--- src/rtl/stream_fifo_reader.sv ---
// First-word-fall-through stream FIFO: simple dual-port RAM with a registered
// read port whose output register doubles as the consumer-facing head word.

module stream_fifo_reader_ram #(
  parameter int DATA_WIDTH = 8,
  parameter int ADDR_WIDTH = 4
) (
  input  logic                  clock,
  input  logic                  resetn,
  input  logic                  we,
  input  logic [ADDR_WIDTH-1:0] waddr,
  input  logic [DATA_WIDTH-1:0] wdata,
  input  logic                  re,
  input  logic [ADDR_WIDTH-1:0] raddr,
  output logic [DATA_WIDTH-1:0] rdata
);
  logic [DATA_WIDTH-1:0] mem [1<<ADDR_WIDTH];

  always_ff @(posedge clock)
    if (we) mem[waddr] <= wdata;

  // Read register holds its value when no read is issued.
  always_ff @(posedge clock or negedge resetn)
    if (!resetn)  rdata <= '0;
    else if (re)  rdata <= mem[raddr];
endmodule

module stream_fifo_reader #(
  parameter int DATA_WIDTH = 8,
  parameter int ADDR_WIDTH = 4
) (
  input  logic                  clock,
  input  logic                  resetn,
  input  logic                  clear,
  input  logic                  wvalid,
  output logic                  wready,
  input  logic [DATA_WIDTH-1:0] wdata,
  output logic                  rvalid,
  input  logic                  rready,
  output logic [DATA_WIDTH-1:0] rdata,
  output logic [ADDR_WIDTH:0]   level
);
  localparam logic [ADDR_WIDTH:0] DEPTH = (ADDR_WIDTH+1)'(1 << ADDR_WIDTH);

  logic [ADDR_WIDTH:0] wptr, rptr, mcount;
  logic                push, fetch;

  // Extra pointer bit distinguishes full from empty in the RAM.
  assign mcount = wptr - rptr;
  assign wready = (mcount != DEPTH);
  assign push   = wvalid & wready & ~clear;
  assign fetch  = (mcount != '0) & (~rvalid | rready) & ~clear;
  assign level  = mcount + {{ADDR_WIDTH{1'b0}}, rvalid};

  always_ff @(posedge clock or negedge resetn) begin
    if (!resetn) begin
      wptr   <= '0;
      rptr   <= '0;
      rvalid <= 1'b0;
    end else if (clear) begin
      wptr   <= '0;
      rptr   <= '0;
      rvalid <= 1'b0;
    end else begin
      if (push)  wptr <= wptr + 1'b1;
      if (fetch) rptr <= rptr + 1'b1;
      if (fetch)                rvalid <= 1'b1;
      else if (rvalid & rready) rvalid <= 1'b0;
    end
  end

  // Fetch and write never share an address, so no bypass is needed.
  stream_fifo_reader_ram #(
    .DATA_WIDTH (DATA_WIDTH),
    .ADDR_WIDTH (ADDR_WIDTH)
  ) u_ram (
    .clock  (clock),
    .resetn (resetn),
    .we     (push),
    .waddr  (wptr[ADDR_WIDTH-1:0]),
    .wdata  (wdata),
    .re     (fetch),
    .raddr  (rptr[ADDR_WIDTH-1:0]),
    .rdata  (rdata)
  );
endmodule

--- config.mk ---
export PLATFORM = sky130hd
export DESIGN_NAME = stream_fifo_reader
export DESIGN_NICKNAME = d
export VERILOG_FILES = /design/src/rtl/stream_fifo_reader.sv
export SDC_FILE = /design/constraint.sdc
export NUM_CORES = 1
export LEC_CHECK = 0
export BUFFER_PORTS_ARGS = -buffer_cell sky130_fd_sc_hd__buf_2
export CORE_UTILIZATION = 40
export CTS_BUF_LIST = sky130_fd_sc_hd__clkbuf_8
export CTS_CLUSTER_SIZE = 10
export DETAILED_ROUTE_END_ITERATION = 10
export SKIP_CTS_REPAIR_TIMING = 1
export SLEW_MARGIN = 20
export SYNTH_ARGS = -nofsm -noshare
export SYNTH_HDL_FRONTEND = slang
export SYNTH_HIERARCHICAL = 1
export SYNTH_SLANG_ARGS = --single-unit
--- constraint.sdc ---
create_clock -name clock -period 4.1 [get_ports clock]
set_input_delay 0.82 -clock clock [delete_from_list [all_inputs] [get_ports clock]]
set_output_delay 0.82 -clock clock [all_outputs]
set_load 0.1 [all_outputs]
; After elaboration in Yosys (flattened, before gate mapping)
; Memories as Yosys holds them, arrays and structs flattened. A register that Yosys moved wholly into a read port is not among the register bits.
; Index checks and enable logic that the tools add are counted.
[classes]
addsub = 4
n_eq_ne = 1
n_mux = 9
n_reduce_logical = 5
bitwise_logic = 8
[ops]
columns = operator, count
row1 = $mux 5, 4
row2 = $add 5x1->5 const B, 2
row3 = $add 5x1->5, 1
row4 = $and 1x1->1, 5
row5 = $mux 1, 5
row6 = $ne 5x5->1 const B, 1
row7 = $reduce_bool 5->1, 1
row8 = $sub 5x5->5, 1
row9 = $reduce_bool 2->1, 2
row10 = $reduce_bool 3->1, 1
row11 = $not 1->1, 2
row12 = $logic_not 1->1, 1
row13 = $or 1x1->1, 1
[word_totals]
n_memories = 1
ff_bits = 11
mem_bits_rw = 128
word_cells = 31
[memory_table]
columns = memory, words, width, rd, rd_ports_with_merged_regs, write_ports, line_no
row1 = u_ram.mem, 16, 8, 1, 1, 1, 17  ; logic [DATA_WIDTH-1:0] mem [1<<ADDR_WIDTH];

; Longest topological paths before layout
; Gate-level depths: netlist of run 1.
[logic_depth]
ltp_word = 6
mapped_depth = 12
ltp_nobuf = 10

; Modules after synthesis
; The synthesis of run 1 kept the hierarchy.
[modules_own_cells]
columns = mod, area_per_inst_um2, seq_area_each_um2, instances, cells_per_inst
row1 = stream_fifo_reader_ram, 5331.4, 4043.9, 1, 240
row2 = stream_fifo_reader, 825.8, 275.3, 1, 88

; Least setup slack after synthesis of run 1
; Ideal clock, no wire load.
[synth_path]
path_kind = reg2out
from = reg wptr[0]
to = out level[4]
stages_incl_launch_ff = 9
t_required_ps = 3280
t_arrival_ps = 3492
path_buffers = 0
path_slack_ps = -212
path_cell_list = dfrtp_1 > inv_1 > ha_1 > fa_1 > nand2b_1 > a21oi_1 > xnor2_1 > inv_1 > xnor2_1
[synth_between]
elab_chain_len = 2
[synth_rtl]
columns = element, line_no
row1 = start: declaration, 45  ; logic [ADDR_WIDTH:0] wptr, rptr, mcount;
row2 = start signal: assignment, 65  ; if (push) wptr <= wptr + 1'b1;
row3 = $sub 5x5->5, 49  ; assign mcount = wptr - rptr;
row4 = $add 5x1->5, 53  ; assign level = mcount + {{ADDR_WIDTH{1'b0}}, rvalid};
row5 = end: declaration, 41  ; output logic [ADDR_WIDTH:0] level
; No other way between the ends.

; Final worst setup path of run 1
; Same ends and word-level chain as after synthesis.

==> results of run 1 <==
## report_power, final
group,internal (mW),switching [mW],leakage (nW)
sequential,1.71,0.0733,1.39
combinational,0.495,1.27,0.801
clock,0.516,0.573,0.201
total,2.72,1.92,2.39
## flip-flops by register name, indices dropped and copies added (netlist names)
signal	cells
rvalid	1
wptr	5
rptr	5
u_ram/rdata	8
u_ram/mem	128
## path summary, 6_finish.rpt
kind | from | to | slack, ns | cells past startpoint
worst max register to register | wptr[0] | u_ram/mem[0][6] | 0.41 | 11
max in group asynchronous | resetn | rptr[2] | 3.39 | 1
min in group clock | wptr[4] | wptr[4] | 0.57 | 2
worst min register to register | wptr[4] | wptr[4] | 0.57 | 2
worst min-delay path | resetn | wptr[4] | 0.34 | 1
worst max-delay path | wptr[0] | level[4] | 0.35 | 9
## area by class of cell
class	count	area [um2]	area share
Timing Repair Buffer	48	323	0.0462
Inverter	9	33.8	0.00484
Tap cell	184	230	0.0330
Clock buffer	18	248	0.0355
Multi-Input combinational cell	157	1690	0.241
Sequential cell	147	4320	0.619
Clock inverter	14	143	0.0204
## synthesized netlist by cell type, types with 2 or more instances
library cell	n	area, um2
a21oi_1	8	40.0
a221oi_2	8	120
buf_1	4	15.0
buf_12	2	40.0
buf_2	2	10.0
buf_6	5	56.3
dfrtp_1	19	475
edfxtp_1	128	3840
ha_1	8	100
inv_1	9	33.8
mux2i_1	10	100
mux4_1	6	158
mux4_2	26	586
nand2_1	5	18.8
nand2b_1	5	31.3
nand3_1	5	25.0
nand3b_1	3	22.5
nor2_1	30	113
nor3_1	5	25.0
o21ai_0	4	20.0
o22ai_1	7	43.8
or3_1	4	25.0
xnor2_1	6	52.6
xor2_1	4	35.0
## per-layer routing
metal  up-vias  track usage  routed length [um]
li1       1417            -                   -
met1      1576        0.227                5540
met2        74        0.253                5550
met3        13       0.0370                 436
met4         0       0.0609                 182
met5         -            0                   0
## kinds of logic after synthesis
logic type	synth area share
buf+inv	0.0270
flops	0.701
fa+ha+maj	0.0195
compound gates	0.0465
mux	0.139
simple gates	0.0492
xor+xnor	0.0169
==> summary.md, run 1 <==
| Metric | Value |
|---|---|
| Rel. slew slack | 0.616 |
| NumNets Final | roughly 400 |
| Final non-filler cell total | approximately 580 |
| Clock tree buffer depth | 2 |
| IO buf count | 27 |
| Period minus WS final | 3.75 ns |
| Final wirelength | 11.7 mm |
| Min Hold Slack | 0.344 ns |
| EDFF count, synth | 128 |
| Vias per cell | between 5 and 6 |
| Slew Viols, Final | 0 |
| Max IR drop VDD | about 0.81 mV |
| Global route overflow | 0 |
| Primary FF master, synth | edfxtp_1 |
| Vias | about 3.1k |
| Placer Congestion | roughly 0.78 |
| Final period util | 0.916 |
| Final setup fails | 0 |
| Crit Path Max Fanout | 10 |
| DP Worst Slack | approximately 0.45 ns |
| Starting density of the core | 0.417 |
| Family with the most delay on the worst path | adder cells |
| Startpoint types | flip-flop |
| Final HPWL DP | 7.75 mm |
| Setup Skew | 0.0104 ns |
| Mapped Cells | 328 |
| Vias in the first global route | around 3.2k |
| Syn_nets | 350 |
| Slowest stage delay, CP | roughly 0.52 ns |
| Worst setup EP type | output port |
| Part of the Yosys area used for sequential elements | 0.701 |
| Max-cap viol count | 0 |
| Clk Tree Root Cell | clkbuf_8 |
| Final hold vios | 0 |
| CTS tree | built |
| P per Cell Area | about 660 nW/um2 |
| Drc violations | 0 |
| Die Footprint | around 16000 um2 |
| Remaining antenna violation count | 0 |
| H-tree Lvls | 4 |
| Die Y | 126 um |
| Post-placement cell count | approximately 550 |
| Hold WC Path Type | primary input to asynchronous set/reset pin |
| Placed Area | approximately 6600 um2 |
| Post-route core utilization | 0.473 |
| #FFs+latches synth | roughly 150 |
| Synth Cell Area | about 6200 um2 |
| DR WL/cell | about 20 um |
| Ys Warns | 6 |
| First-pass DRT Iterations | 4 |
| Critical Path AT | ~3 ns |
| CTS clk-pin slew, worst paths | approximately 0.08 ns |
| F_max | roughly 0.27 GHz |
| Fillers | 1239 |
| Crit path required time | 3.28 ns |
| IO Pins | 28 |
| Highest-count cells in the layout ignoring fill and taps | edfxtp_1 (128), nor2_1 (30), mux4_2 (26), buf_2 (25), buf_4 (21) |
| Outcome | finished, final reports clean |
| Pleak | 2.39 nW |
| Crit path kind | flip-flop to output port |
| Commonest non-fill, non-tap cell in the layout | edfxtp_1 |
| Fin worst setup slack | between 0.3 and 0.4 ns |
| CP Buf/Inv Count | 3 |
| Largest net degree at the start of global routing | 37 |
| Num rows | 44 |
| Worst Max-Slew Pin Slew | ~0.58 ns |
| Antenna cells | 0 |
| Post-synth ARST share | 0.129 |
| Highest-delay cell along the critical path | dfrtp_1 |
| Total power | about 4.6 mW |
| Layout cells sized above 1 | 0.316 |
| Mapped Avg Cell Area | 18.8 um2 |
| Core box area | about 15000 um2 |
| Global Route Usage Sum | 0.164 |
| Clock latency at the later pin of the worst-skew pair | about 0.44 ns |
| Die Wd | 126 um |
| Final Cell Area | roughly 7000 um2 |
| Number of DRC markers in iteration 0 | approximately 220 |
| Setup TNS | 0 ns |
| TritonCTS Sinks | 147 |
| Area Overhead vs Synth | 13.4% |
| TritonCTS Buffers | 17 |
| RSZ-0062 raised after global routing | no |
| Worst-path cell chain | inv_1, ha_1, fa_1, nand2b_1, a21oi_1, xnor2_2, inv_1, xnor2_2, buf_12 |
| First-pass GRT wire length | 18.9 mm |
| Netlist cell types | 39 |
| Initial antenna violation count | 0 |
Power figures use the tool's default switching activity.
==> run 2: changes to the inputs <==
--- a/config.mk
+++ b/config.mk
@@ -5,11 +5,11 @@
 export SDC_FILE = /design/constraint.sdc
 export NUM_CORES = 1
 export LEC_CHECK = 0
-export BUFFER_PORTS_ARGS = -buffer_cell sky130_fd_sc_hd__buf_2
 export CORE_UTILIZATION = 40
 export CTS_BUF_LIST = sky130_fd_sc_hd__clkbuf_8
 export CTS_CLUSTER_SIZE = 10
 export DETAILED_ROUTE_END_ITERATION = 10
+export DONT_BUFFER_PORTS = 1
 export SKIP_CTS_REPAIR_TIMING = 1
 export SLEW_MARGIN = 20
 export SYNTH_ARGS = -nofsm -noshare
==> run 2 against run 1 <==
Net effect: hold slack got worse by 0.29 ns; worst setup slack got worse by 0.17 ns; wire length rose by 7.4%; die area did not move; highest routed layer unchanged; critical endpoint unchanged; cell count fell by 3.5%; sequential share of layout area rose by 1.2 points; global-route usage rose by 1.2 points; cell area fell by 1.9%; power fell by 2.0%; first-iteration DRC count rose by 18%.
==> summary.md, run 2 (synthesis gave the netlist of run 1 again) <==
| Metric | Value |
|---|---|
| TritonCTS Sinks | 147 (unchanged) |
| Period minus WS final | 3.92 ns (+0.169 ns) |
| Drc violations | 0 (unchanged) |
| Outcome | finished, final reports clean |
| Highest-count cells in the layout ignoring fill and taps | edfxtp_1 (128), nor2_1 (30), buf_4 (27), mux4_2 (26), dfrtp_1 (18) |
| Clk Tree Root Cell | clkbuf_8 |
| Total power | 4.55 mW (-2.0%) |
| Antenna cells | 0 (unchanged) |
| Worst setup EP type | output port |
| Worst-path cell chain | inv_1, ha_1, fa_1, nand2b_1, a21oi_1, xnor2_1, inv_1, xnor2_2, buf_12 |
| Final wirelength | 12.6 mm (+7.4%) |
| DR WL/cell | 22.6 um (+11%) |
| Vias in the first global route | 3225 (+0.22%) |
| Final HPWL DP | 8.19 mm (+5.7%) |
| Crit path kind | flip-flop to output port |
| Commonest non-fill, non-tap cell in the layout | edfxtp_1 |
| Min Hold Slack | 0.0522 ns (-0.292 ns) |
| Initial antenna violation count | 0 (unchanged) |
| F_max | 0.255 GHz (-4.3%) |
| Critical Path AT | 3.10 ns (+0.17 ns) |
| Largest net degree at the start of global routing | 37 (unchanged) |
| RSZ-0062 raised after global routing | no |
| Top reg by flops | u_ram/mem |
| Layout cells sized above 1 | 0.271 (-0.0447) |
| Final period util | 0.957 (+0.0412) |
| TritonCTS Buffers | 17 (unchanged) |
| Die Footprint | 15900 um2 (unchanged) |
| Setup Skew | 0.0133 ns (+0.00286 ns) |
| Family with the most delay on the worst path | adder cells |
| Global route overflow | 0 (unchanged) |
| Rel. slew slack | 0.354 (-0.262) |
| Remaining antenna violation count | 0 (unchanged) |
| Final setup fails | 0 (unchanged) |
| Clock tree buffer depth | 2 (unchanged) |
| NumNets Final | 382 (-5.0%) |
| Worst Max-Slew Pin Slew | 0.969 ns (+0.393 ns) |
| Max-cap viol count | 0 (unchanged) |
| CP Buf/Inv Count | 3 (unchanged) |
| Most used cell, CP | inv_1 |
| H-tree Lvls | 4 (unchanged) |
| First-pass GRT wire length | 19.6 mm (+4.0%) |
| Max IR drop VDD | 0.674 mV (-17%) |
| IO Pins | 28 (unchanged) |
| Hold WC Path Type | primary input to asynchronous set/reset pin |
| Max FFs per register | 128 (unchanged) |
| Highest-delay cell along the critical path | dfrtp_1 |
| Slew Viols, Final | 0 (unchanged) |
| CTS clk-pin slew, worst paths | 0.08 ns (about the same) |
| Die Wd | 126 um (unchanged) |
| Clock latency at the later pin of the worst-skew pair | 0.46 ns (+0.02 ns) |
| Global Route Usage Sum | 0.176 (+0.0119) |
| Placer Congestion | 0.775 (-0.40%) |
| P per Cell Area | 664 nW/um2 (-0.10%) |
| Area Overhead vs Synth | 11.3% |
| Vias | 3068 (-0.39%) |
| Slowest stage delay, CP | 0.54 ns (+0.02 ns) |
| First-pass DRT Iterations | 4 (unchanged) |
| Crit Path Max Fanout | 10 (unchanged) |
| Pleak | 2.28 nW (-4.5%) |
| Die Y | 126 um (unchanged) |
| CTS tree | built |
| Startpoint types | flip-flop |
| Num rows | 44 (unchanged) |
| IO buf count | 0 (-100%) |
| Setup TNS | 0 ns (unchanged) |
| Number of DRC markers in iteration 0 | 259 (+18%) |
| Core box area | 14800 um2 (unchanged) |
| Starting density of the core | 0.417 (unchanged) |
| Vias per cell | 5.51 (+3.2%) |
| Crit path required time | 3.28 ns (about the same) |
| Largest registers | u_ram/mem (128), u_ram/rdata (8) |
| Final hold vios | 0 (unchanged) |
## run 2: stage by stage
stage | std cells | util | worst slack (ns) | instance area (um2)
3_3_place_gp | 525 | 0.441 | 0.638 | 6500
5_1_grt | 557 | 0.464 | 0.00439 | 6850
4_1_cts | 557 | 0.464 | 0.167 | 6850
2_1_floorplan | 328 | - | 0.0979 | 6160
6_report | 557 | 0.464 | 0.178 | 6850
3_5_place_dp | 525 | 0.441 | 0.553 | 6500
## run 2: worst register-to-register path: cells and delay by family (launching register included)
family | cells | cell delay [ns]
xor+xnor | 1 | 0.21
compound gates | 2 | 0.46
buf+inv | 2 | 0.33
flops | 1 | 0.54
fa+ha+maj | 2 | 0.66
simple gates | 4 | 1.09
## run 2: routing by layer
metal,vias to the layer above,track usage,share of wire
met3,17,0.0565,0.064
met2,86,0.265,0.47
met4,0,0.0617,0.015
li1,1377,-,-
met5,-,0,0
met1,1588,0.240,0.45
## run 2: report_power, final
part / internal, mW / switching [mW]
Sequential: 1.70 / 0.365
Clock: 0.470 / 0.548
Combinational: 0.493 / 0.968
## run 2: final cells by class
class | count | area, um2
clock buffer | 17 | 234
clock inverter | 15 | 115
fill | 1235 | 7900
inverter | 9 | 33.8
multi-input combinational | 157 | 1690
sequential | 147 | 4320
tap | 184 | 230
timing repair buffer | 28 | 223
## run 2: worst paths after layout
| check | start | to | slack [ns] | depth (start not counted) |
|---|---|---|---|---|
| max in group asynchronous | resetn | u_ram/rdata[2] | 3.97 | 0 |
| setup reg to reg | wptr[0] | u_ram/mem[0][3] | 0.52 | 11 |
| hold reg to reg | rptr[4] | rptr[4] | 0.59 | 2 |
| setup / recovery | wptr[0] | level[4] | 0.18 | 9 |
| min in group clock | clear | rptr[2] | 0.42 | 1 |
| hold / removal | resetn | rvalid | 0.05 | 0 |
